[src/rtl/vga_timing_controller.sv]
// 640x480@60 VGA timing generator clocked by CLOCK_50; PIX_EN acts as a clock enable.
// Every output is registered from the next-state counters, so sync/blank/strobes line up with DRAW_X/DRAW_Y.
module vga_timing_controller #(
  parameter int H_VISIBLE = 640,
  parameter int H_FRONT   = 16,
  parameter int H_SYNC    = 96,
  parameter int H_BACK    = 48,
  parameter int V_VISIBLE = 480,
  parameter int V_FRONT   = 10,
  parameter int V_SYNC    = 2,
  parameter int V_BACK    = 33
) (
  input  logic       CLOCK_50,
  input  logic       RESET_N,
  input  logic       PIX_EN,
  output logic       VGA_HS,
  output logic       VGA_VS,
  output logic       VGA_BLANK_N,
  output logic [9:0] DRAW_X,
  output logic [9:0] DRAW_Y,
  output logic       LINE_START,
  output logic       FRAME_START,
  output logic [7:0] FRAME_COUNT
);

  localparam int H_TOTAL = H_VISIBLE + H_FRONT + H_SYNC + H_BACK;
  localparam int V_TOTAL = V_VISIBLE + V_FRONT + V_SYNC + V_BACK;

  localparam logic [9:0]  H_LAST    = 10'(H_TOTAL - 1);
  localparam logic [9:0]  V_LAST    = 10'(V_TOTAL - 1);
  // 11-bit bounds so a sync pulse ending exactly at 1024 still compares correctly
  localparam logic [10:0] HS_BEGIN  = 11'(H_VISIBLE + H_FRONT);
  localparam logic [10:0] HS_END    = 11'(H_VISIBLE + H_FRONT + H_SYNC);
  localparam logic [10:0] VS_BEGIN  = 11'(V_VISIBLE + V_FRONT);
  localparam logic [10:0] VS_END    = 11'(V_VISIBLE + V_FRONT + V_SYNC);
  localparam logic [10:0] H_VIS_END = 11'(H_VISIBLE);
  localparam logic [10:0] V_VIS_END = 11'(V_VISIBLE);

  logic [9:0] x_q, x_d;
  logic [9:0] y_q, y_d;
  logic       hs_q, hs_d;
  logic       vs_q, vs_d;
  logic       blank_n_q, blank_n_d;
  logic       line_q, line_d;
  logic       frame_q, frame_d;
  logic [7:0] fcnt_q, fcnt_d;

  always_comb begin
    x_d     = x_q + 10'd1;
    y_d     = y_q;
    line_d  = 1'b0;
    frame_d = 1'b0;
    if (x_q == H_LAST) begin
      x_d    = '0;
      line_d = 1'b1;
      if (y_q == V_LAST) begin
        y_d     = '0;
        frame_d = 1'b1;
      end else begin
        y_d = y_q + 10'd1;
      end
    end
    fcnt_d    = frame_d ? fcnt_q + 8'd1 : fcnt_q;
    hs_d      = !(({1'b0, x_d} >= HS_BEGIN) && ({1'b0, x_d} < HS_END));
    vs_d      = !(({1'b0, y_d} >= VS_BEGIN) && ({1'b0, y_d} < VS_END));
    blank_n_d = ({1'b0, x_d} < H_VIS_END) && ({1'b0, y_d} < V_VIS_END);
  end

  always_ff @(posedge CLOCK_50 or negedge RESET_N) begin
    if (!RESET_N) begin
      x_q       <= '0;
      y_q       <= '0;
      hs_q      <= 1'b1;
      vs_q      <= 1'b1;
      blank_n_q <= 1'b1;
      line_q    <= 1'b0;
      frame_q   <= 1'b0;
      fcnt_q    <= '0;
    end else if (PIX_EN) begin
      x_q       <= x_d;
      y_q       <= y_d;
      hs_q      <= hs_d;
      vs_q      <= vs_d;
      blank_n_q <= blank_n_d;
      line_q    <= line_d;
      frame_q   <= frame_d;
      fcnt_q    <= fcnt_d;
    end else begin
      // Strobes last exactly one CLOCK_50 cycle even when PIX_EN stalls
      line_q  <= 1'b0;
      frame_q <= 1'b0;
    end
  end

  assign DRAW_X      = x_q;
  assign DRAW_Y      = y_q;
  assign VGA_HS      = hs_q;
  assign VGA_VS      = vs_q;
  assign VGA_BLANK_N = blank_n_q;
  assign LINE_START  = line_q;
  assign FRAME_START = frame_q;
  assign FRAME_COUNT = fcnt_q;

endmodule

[config.mk]
export PLATFORM = sky130hd
export DESIGN_NAME = vga_timing_controller
export DESIGN_NICKNAME = d
export VERILOG_FILES = /design/src/rtl/vga_timing_controller.sv
export SDC_FILE = /design/constraint.sdc
export NUM_CORES = 1
export LEC_CHECK = 0
export ABC_AREA = 1
export ABC_CLOCK_PERIOD_IN_PS = 1800
export BUFFER_PORTS_ARGS = -buffer_cell sky130_fd_sc_hd__buf_2
export CAP_MARGIN = 25
export CELL_PAD_IN_SITES_DETAIL_PLACEMENT = 1
export CELL_PAD_IN_SITES_GLOBAL_PLACEMENT = 2
export CORE_UTILIZATION = 31
export DETAILED_ROUTE_END_ITERATION = 10
export GPL_ROUTABILITY_DRIVEN = 0
export PLACE_DENSITY = 0.8
export SLEW_MARGIN = 15
export SYNTH_ARGS = -nofsm -noshare
export SYNTH_HDL_FRONTEND = slang
export SYNTH_SLANG_ARGS = --single-unit
[constraint.sdc]
create_clock -name CLOCK_50 -period 1.8 [get_ports CLOCK_50]
set_input_delay 0.09 -clock CLOCK_50 [delete_from_list [all_inputs] [get_ports CLOCK_50]]
set_output_delay 0.09 -clock CLOCK_50 [all_outputs]
set_load 0.02 [all_outputs]
==> flow_metrics.tcl, run 1 <==
set metrics [dict create \
    cp-start-kind "flip-flop" \
    nets 348 \
    timing.final.ws_setup_ns 0.0410 \
    drt-vias-per-instance 4.75 \
    io_buffers 35 \
    outcome "completed" \
    hold_ws_ns 0.259 \
    wirelength_microns 6120 \
    power_leakage_nw 1.40 \
    antenna_found_initial 0 \
    num-fill-cells 817 \
    min_path_type "input pin to flip-flop" \
    place_ws_ns -0.0786 \
    rows 29 \
    dp_hpwl_microns 4460 \
    clock.fmax_mhz 569 \
    clockBufferDepth 2 \
    finalSetupViolCount 0 \
    netlist_area_sq_um 2020 \
    diodes 0 \
    layout.cells.non_filler 418 \
    final.setup_skew_ns 0.00412 \
    initial_core_util_pct 32.0 \
    place_inst 397 \
    ctsHtreeMaxLevel 2 \
    fin_area_sq_um 2690 \
    numClockSinks 33 \
    overflow 0 \
    synth_nets 280 \
    core_sq_um 6310 \
    clk_pin_slew_ns 0.08 \
    die_w_microns 82.7 \
    dr_total_vias 1985 \
    crit_path_end_kind "flip-flop" \
    ys_types 26 \
    firstDrtPassIters 4 \
    ys_ff_latch 33 \
    path_buf_inv 0 \
    syn_area_per_cell_sq_um 7.42 \
    cp_slowest_cell "dfrtp_1" \
    cp.required_ns 2.01 \
    drive_gt1_share_pct 33.1 \
    drt_iter0_markers 64 \
    syn2layout_area_growth_pct 33.2 \
    max-slew-margin-rel_pct 48.2 \
    numCtsBuffers 5 \
    irDropWorstVdd_uv 574 \
    criticalPathCategory "flip-flop to flip-flop" \
    clk_latency_ns 0.29 \
    path_max_fanout 6 \
    period_minus_slack_ns 1.76 \
    dieArea_sq_um 6840 \
    slew_violations 0 \
    power_density_nw_per_um2 968 \
    root_buffer "clkbuf_8" \
    cts_tree "built" \
    die_y_microns 82.7 \
    drv_cap 0 \
    syn_inst 272 \
    grt_pass1_wl_microns 9880 \
    multiInputGateArea_sq_um 1130 \
    grt_max_degree 34 \
    arrival_ns 1.97 \
    path_cells "ha_4 -> nand2_4 -> nor2_8 -> nand4_4 -> nor2_4 -> nand2_4 -> nor2_4 -> nand2_2 -> nor2_2 -> xor2_1" \
    regArea_sq_um 835 \
    ioPinCount 36 \
    rsz0062_at_grt "yes" \
    dpl_cell_area_sq_um 2400 \
    antenna_left 0 \
    drt-wirelength-per-cell_microns 14.6 \
    fin_crit_sh_pct 97.7 \
    hold_viol 0 \
    drcViolationCount 0 \
    critical-path-top-delay-family "simple AND/OR/NAND/NOR gates" \
    grtUsageTotal_pct 19.4 \
    grt_pass1_vias 1989 \
    yosysWarnings 0 \
    slowest_delay_ns 0.41 \
    worstMarginPinSlew_ns 0.778 \
    yosysSeqAreaShare_pct 41.1 \
]
-- placed cells by master, fill, tap and decap left out, types with 3 or more instances in the layout --
cell type,netlist,layout
dfrtp_1,30,26
dfstp_2,3,3
buf_4,0,29
xnor2_1,5,5
nand4_1,5,5
dfrtp_2,0,4
inv_1,30,27
clkbuf_8,0,6
nand3_1,22,20
buf_2,2,35
o21ai_0,18,16
nand2_1,85,83
nand2_2,3,4
a21oi_1,6,5
nor2_1,34,27
nor2_4,5,6
xor2_1,6,6
nor2_2,1,7
-- synthesized netlist by cell type, drive strengths merged --
master  count  area share [%]
o21ai      18             4.5
clkbuf      3            0.56
dfstp       3             3.9
nand2      89              17
dfrtp      30              37
inv        30             5.6
nand4       6             2.6
a21oi       6             1.5
nor3        1            0.25
xor2        6             2.6
mux2        1            0.56
ha          5             3.1
o21a        1            0.37
or2         1            0.31
xnor2       5             2.2
buf         2            0.50
o22ai       1            0.31
nand3      23             6.3
nor2       41              10
-- metrics by stage --
step	total power [mW]	utilization [%]	setup TNS [ns]
after floorplan	1.51	-	0
after global placement	1.86	38.1	-0.0359
after detailed placement	1.88	38.1	-0.148
after CTS	2.51	40.2	0
after global routing	2.78	42.6	-0.165
final	2.60	42.6	0
-- layer usage --
layer / global-route usage, % / up-vias / routed length (microns)
li1: - / 990 / -
met1: 26.5 / 955 / 2870
met2: 32.0 / 33 / 3000
met3: 2.97 / 7 / 198
met4: 4.66 / 0 / 53
met5: 0 / - / 0
-- power breakdown --
part           internal [mW]  switching (mW)
logic                  0.388           0.601
clock network          0.310           0.300
registers              0.854           0.149
total                   1.55            1.05
-- registers in the layout (all words and copies together) (netlist names) --
name         cells
DRAW_X          10
VGA_VS           1
VGA_BLANK_N      1
LINE_START       1
VGA_HS           1
DRAW_Y          10
FRAME_START      1
FRAME_COUNT      8
-- logic make-up after synthesis --
logic type / Yosys count / synth area share, %
buf+inv: 35 / 6.63
fa+ha+maj: 5 / 3.10
flops: 33 / 41.1
xor+xnor: 11 / 4.77
compound gates: 26 / 6.63
mux: 1 / 0.558
simple gates: 161 / 37.2
-- what timing repair did --
item / CTS / global route
setup buffers: 2 / 10
cloned: 0 / 0
pin swaps: 1 / 15
endpoints found under the setup margin: 3 / 10
hold buffers: 1 / 0
hold endpoints to repair: 30 / 0
gates resized for setup: 5 / 26
-- final cells by class --
| cell class | count | area share, % |
|---|---|---|
| Inverter | 30 | 4.28 |
| Clock inverter | 2 | 0.512 |
| Tap cell | 77 | 3.58 |
| Timing Repair Buffer | 66 | 15.4 |
| Clock buffer | 6 | 3.07 |
| Multi-Input combinational cell | 204 | 42.1 |
| Sequential cell | 33 | 31.1 |
-- worst paths after layout --
check / to / slack [ns] / cells past startpoint / startpoint
worst max-delay path: FRAME_COUNT[7] / 0.04 / 10 / DRAW_X[0]
worst min-delay path: DRAW_X[0] / 0.26 / 3 / PIX_EN
worst max register to register: FRAME_COUNT[7] / 0.04 / 10 / DRAW_X[0]
worst min register to register: FRAME_COUNT[7] / 0.46 / 1 / FRAME_COUNT[7]
max in group asynchronous: DRAW_Y[5] / 0.84 / 2 / RESET_N
min in group asynchronous: DRAW_X[9] / 0.41 / 2 / RESET_N
-- tightest hold or removal path: cells and delay by family --
family | cells | cell delay, ns
AOI/OAI and AO/OA | 1 | 0.10
buffers and inverters | 2 | 0.32
No activity file was read; power rests on OpenSTA's default activity.
==> run 2, diff against run 1 <==
ABC_AREA = unset   (was 1)
CORE_UTILIZATION = 34   (was 31)
PLACE_DENSITY = 0.81   (was 0.8)
==> flow_metrics.tcl, run 2 <==
set metrics [dict create \
    root_buffer "clkbuf_8" \
    dp_hpwl_microns 4340 \
    hold_ws_ns 0.166 \
    grt.busiest_layer "met2" \
    drt-vias-per-instance 5.46 \
    overflow 0 \
    drt-wirelength-per-cell_microns 17.3 \
    syn2layout_area_growth_pct 42.9 \
    rsz0062_at_grt "yes" \
    antenna_found_initial 0 \
    path_cells "or4b_4 -> or3_4 -> o311a_1 -> o211a_1 -> o41ai_2" \
    swShare_pct 30.1 \
    die_w_microns 77.4 \
    yosysTopAreaCellShare_pct 38.9 \
    critical-path-top-delay-family "compound AO/OA/AOI/OAI gates" \
    dr_total_vias 1943 \
    finalSetupTns_ns -6.55 \
    criticalPathCategory "flip-flop to flip-flop" \
    finalSetupViolCount 24 \
    diodes 0 \
    outcome "complete, but fails checks" \
    dieArea_sq_um 5980 \
    ctsHtreeMaxLevel 2 \
    cp.required_ns 1.98 \
    min_path_type "input pin to flip-flop" \
    grtUsageTotal_pct 21.8 \
    synth_common_cells "dfrtp_1 (30), nand2_1 (22), nand3_1 (12), xnor2_1 (12)" \
    ys_ff_latch 33 \
    grt_use_met3_pct 3.18 \
    r2r_setup_slack_ns -0.45 \
    fin_crit_sh_pct 125 \
    io_buffers 35 \
    gr-usage-met1_pct 30.4 \
    final.setup_skew_ns 0.00387 \
    die_y_microns 77.4 \
    core_sq_um 5470 \
    endpoint "VGA_BLANK_N" \
    wirelength_microns 6160 \
    clock.fmax_mhz 444 \
    cts_tree "built" \
    clk_latency_ns 0.27 \
    yosysMostFrequentCell "dfrtp_1" \
    power_leakage_nw 1.33 \
    num-fill-cells 646 \
    p_int_mw 1.49 \
    drcViolationCount 0 \
    antenna_left 0 \
    synth_nets 212 \
    yosysSeqAreaShare_pct 43.0 \
    p_clk_share_pct 33.9 \
    place_ws_ns -0.495 \
    ioPinCount 36 \
    clk_pin_slew_ns 0.07 \
    rr_worst_depth 5 \
    synth_edf_count 0 \
    nets 291 \
    startpoint "DRAW_X[7]" \
    cp-start-kind "flip-flop" \
    period_minus_slack_ns 2.25 \
    power_density_nw_per_um2 774 \
    p_total_mw 2.13 \
    grt_util_met2_pct 36.0 \
    drive_gt1_share_pct 41.5 \
    grt_max_degree 34 \
    ys_types 50 \
    clockBufferDepth 2 \
    r2r-start "DRAW_X[7]" \
    path_buf_inv 0 \
    slowest_delay_ns 0.53 \
    grt_pass1_vias 2030 \
    seqPwrFrac_pct 39.1 \
    synth_largest_area_cell "dfrtp_1" \
    syn_inst 204 \
    regArea_sq_um 832 \
    drv_cap 0 \
    firstDrtPassIters 4 \
    violations "setup timing" \
    switchingPower_mw 0.642 \
    timing.final.ws_setup_ns -0.450 \
    mostFrequentLayoutCell "buf_4" \
    path_max_fanout 2 \
    synthFlopType "dfrtp_1" \
    irDropWorstVdd_uv 526 \
    hold_viol 0 \
    numCtsBuffers 5 \
    r2r-end "VGA_BLANK_N" \
    final_cell_mix "buf_4 (44), buf_2 (35), dfrtp_1 (28), nand2_1 (18)" \
    yosysWarnings 0 \
    syn_area_per_cell_sq_um 9.46 \
    max-slew-margin-rel_pct 49.6 \
    grt_pass1_wl_microns 10300 \
    pwr-share-comb_pct 27.0 \
    rows 27 \
    slew_violations 0 \
    numClockSinks 33 \
    drt_iter0_markers 110 \
    ys_top_cells_by_area "dfrtp_1 (39%), xnor2_1 (5.4%), nand2_1 (4.3%), dfstp_2 (4.1%), nand4_1 (3.6%)" \
    cp_slowest_cell "or4b_4" \
    arrival_ns 2.43 \
    crit_cells 5 \
    netlist_area_sq_um 1930 \
    worstMarginPinSlew_ns 0.755 \
    initial_core_util_pct 35.3 \
    synthArstFlopShare_pct 100 \
    crit_path_end_kind "flip-flop" \
    multiInputGateArea_sq_um 1100 \
]
run 2: cell types whose count changed in the layout (fill, tap and decap cells not counted), sizes merged, moves of 4 or more:
cell,before,now
nor2,41,11
and3,0,4
nand3,23,12
xnor2,5,12
buf,65,82
o21ai,18,11
nor4,0,4
nand4,6,11
nand2,89,22
o31ai,0,6
inv,30,8
run 2: cell type report:
| class | instances | area share [%] |
|---|---|---|
| Multi-Input combinational cell | 151 | 40.0 |
| Timing Repair Buffer | 84 | 21.2 |
| Inverter | 8 | 1.18 |
| Clock inverter | 1 | 1.09 |
| Tap cell | 72 | 3.27 |
| Sequential cell | 33 | 30.2 |
| Clock buffer | 7 | 3.13 |
run 2: layer usage:
metal	part of all wire (%)	vias up
met5	0	-
met4	0.99	0
met3	4.4	6
met2	48	47
met1	47	972
li1	-	918
run 2: cell families (layout without fill, tap and decap cells):
group           after synthesis  count (layout)  synth area share, %
compound gates               44              44                 16.7
xor+xnor                     16              16                 7.26
fa+ha+maj                     5               5                 3.24
flops                        33              33                 43.0
mux                           3               3                 1.68
simple gates                 83              83                 23.0
buf+inv                      20             100                 5.12
run 2: how the worst min path moves through the flow:
stage | startpoint | end | cells after the start
global route | PIX_EN | DRAW_X[9] | 3
floorplan | RESET_N | DRAW_X[0] | 0
global placement | RESET_N | DRAW_Y[5] | 1
finish | PIX_EN | DRAW_X[9] | 3
detailed placement | RESET_N | DRAW_Y[5] | 1
CTS | PIX_EN | DRAW_X[9] | 3
run 2: worst reg2reg max path, delay by kind of cell, from the launching register on:
family / cells / cell delay, ns
flip-flops: 1 / 0.41
AO/OA/AOI/OAI: 3 / 0.88
AND/OR/NAND/NOR: 2 / 0.88
run 2: power groups by stage:
stage                     logic, mW  registers [mW]  clock network (mW)
after global routing          0.631           0.839               0.772
after floorplan               0.215           0.944                   0
after global placement        0.515           0.844                   0
after detailed placement      0.531           0.848                   0
after CTS                     0.577           0.835               0.739
final                         0.576           0.834               0.723
run 2: what timing repair did:
action	4_1_cts	5_1_grt
pin swaps	9	6
hold buffers	1	0
setup buffers	2	1
setup endpoints to repair	27	27
gates cloned	1	0
gates resized for setup	14	8
hold endpoints to repair	30	0
run 2: per-stage QoR:
stage	area [sq um]	instances	util, %
after detailed placement	2490	343	45.5
after global routing	2760	356	50.4
after global placement	2490	343	45.5
final	2760	356	50.4
after floorplan	1970	204	-
after CTS	2730	355	49.9
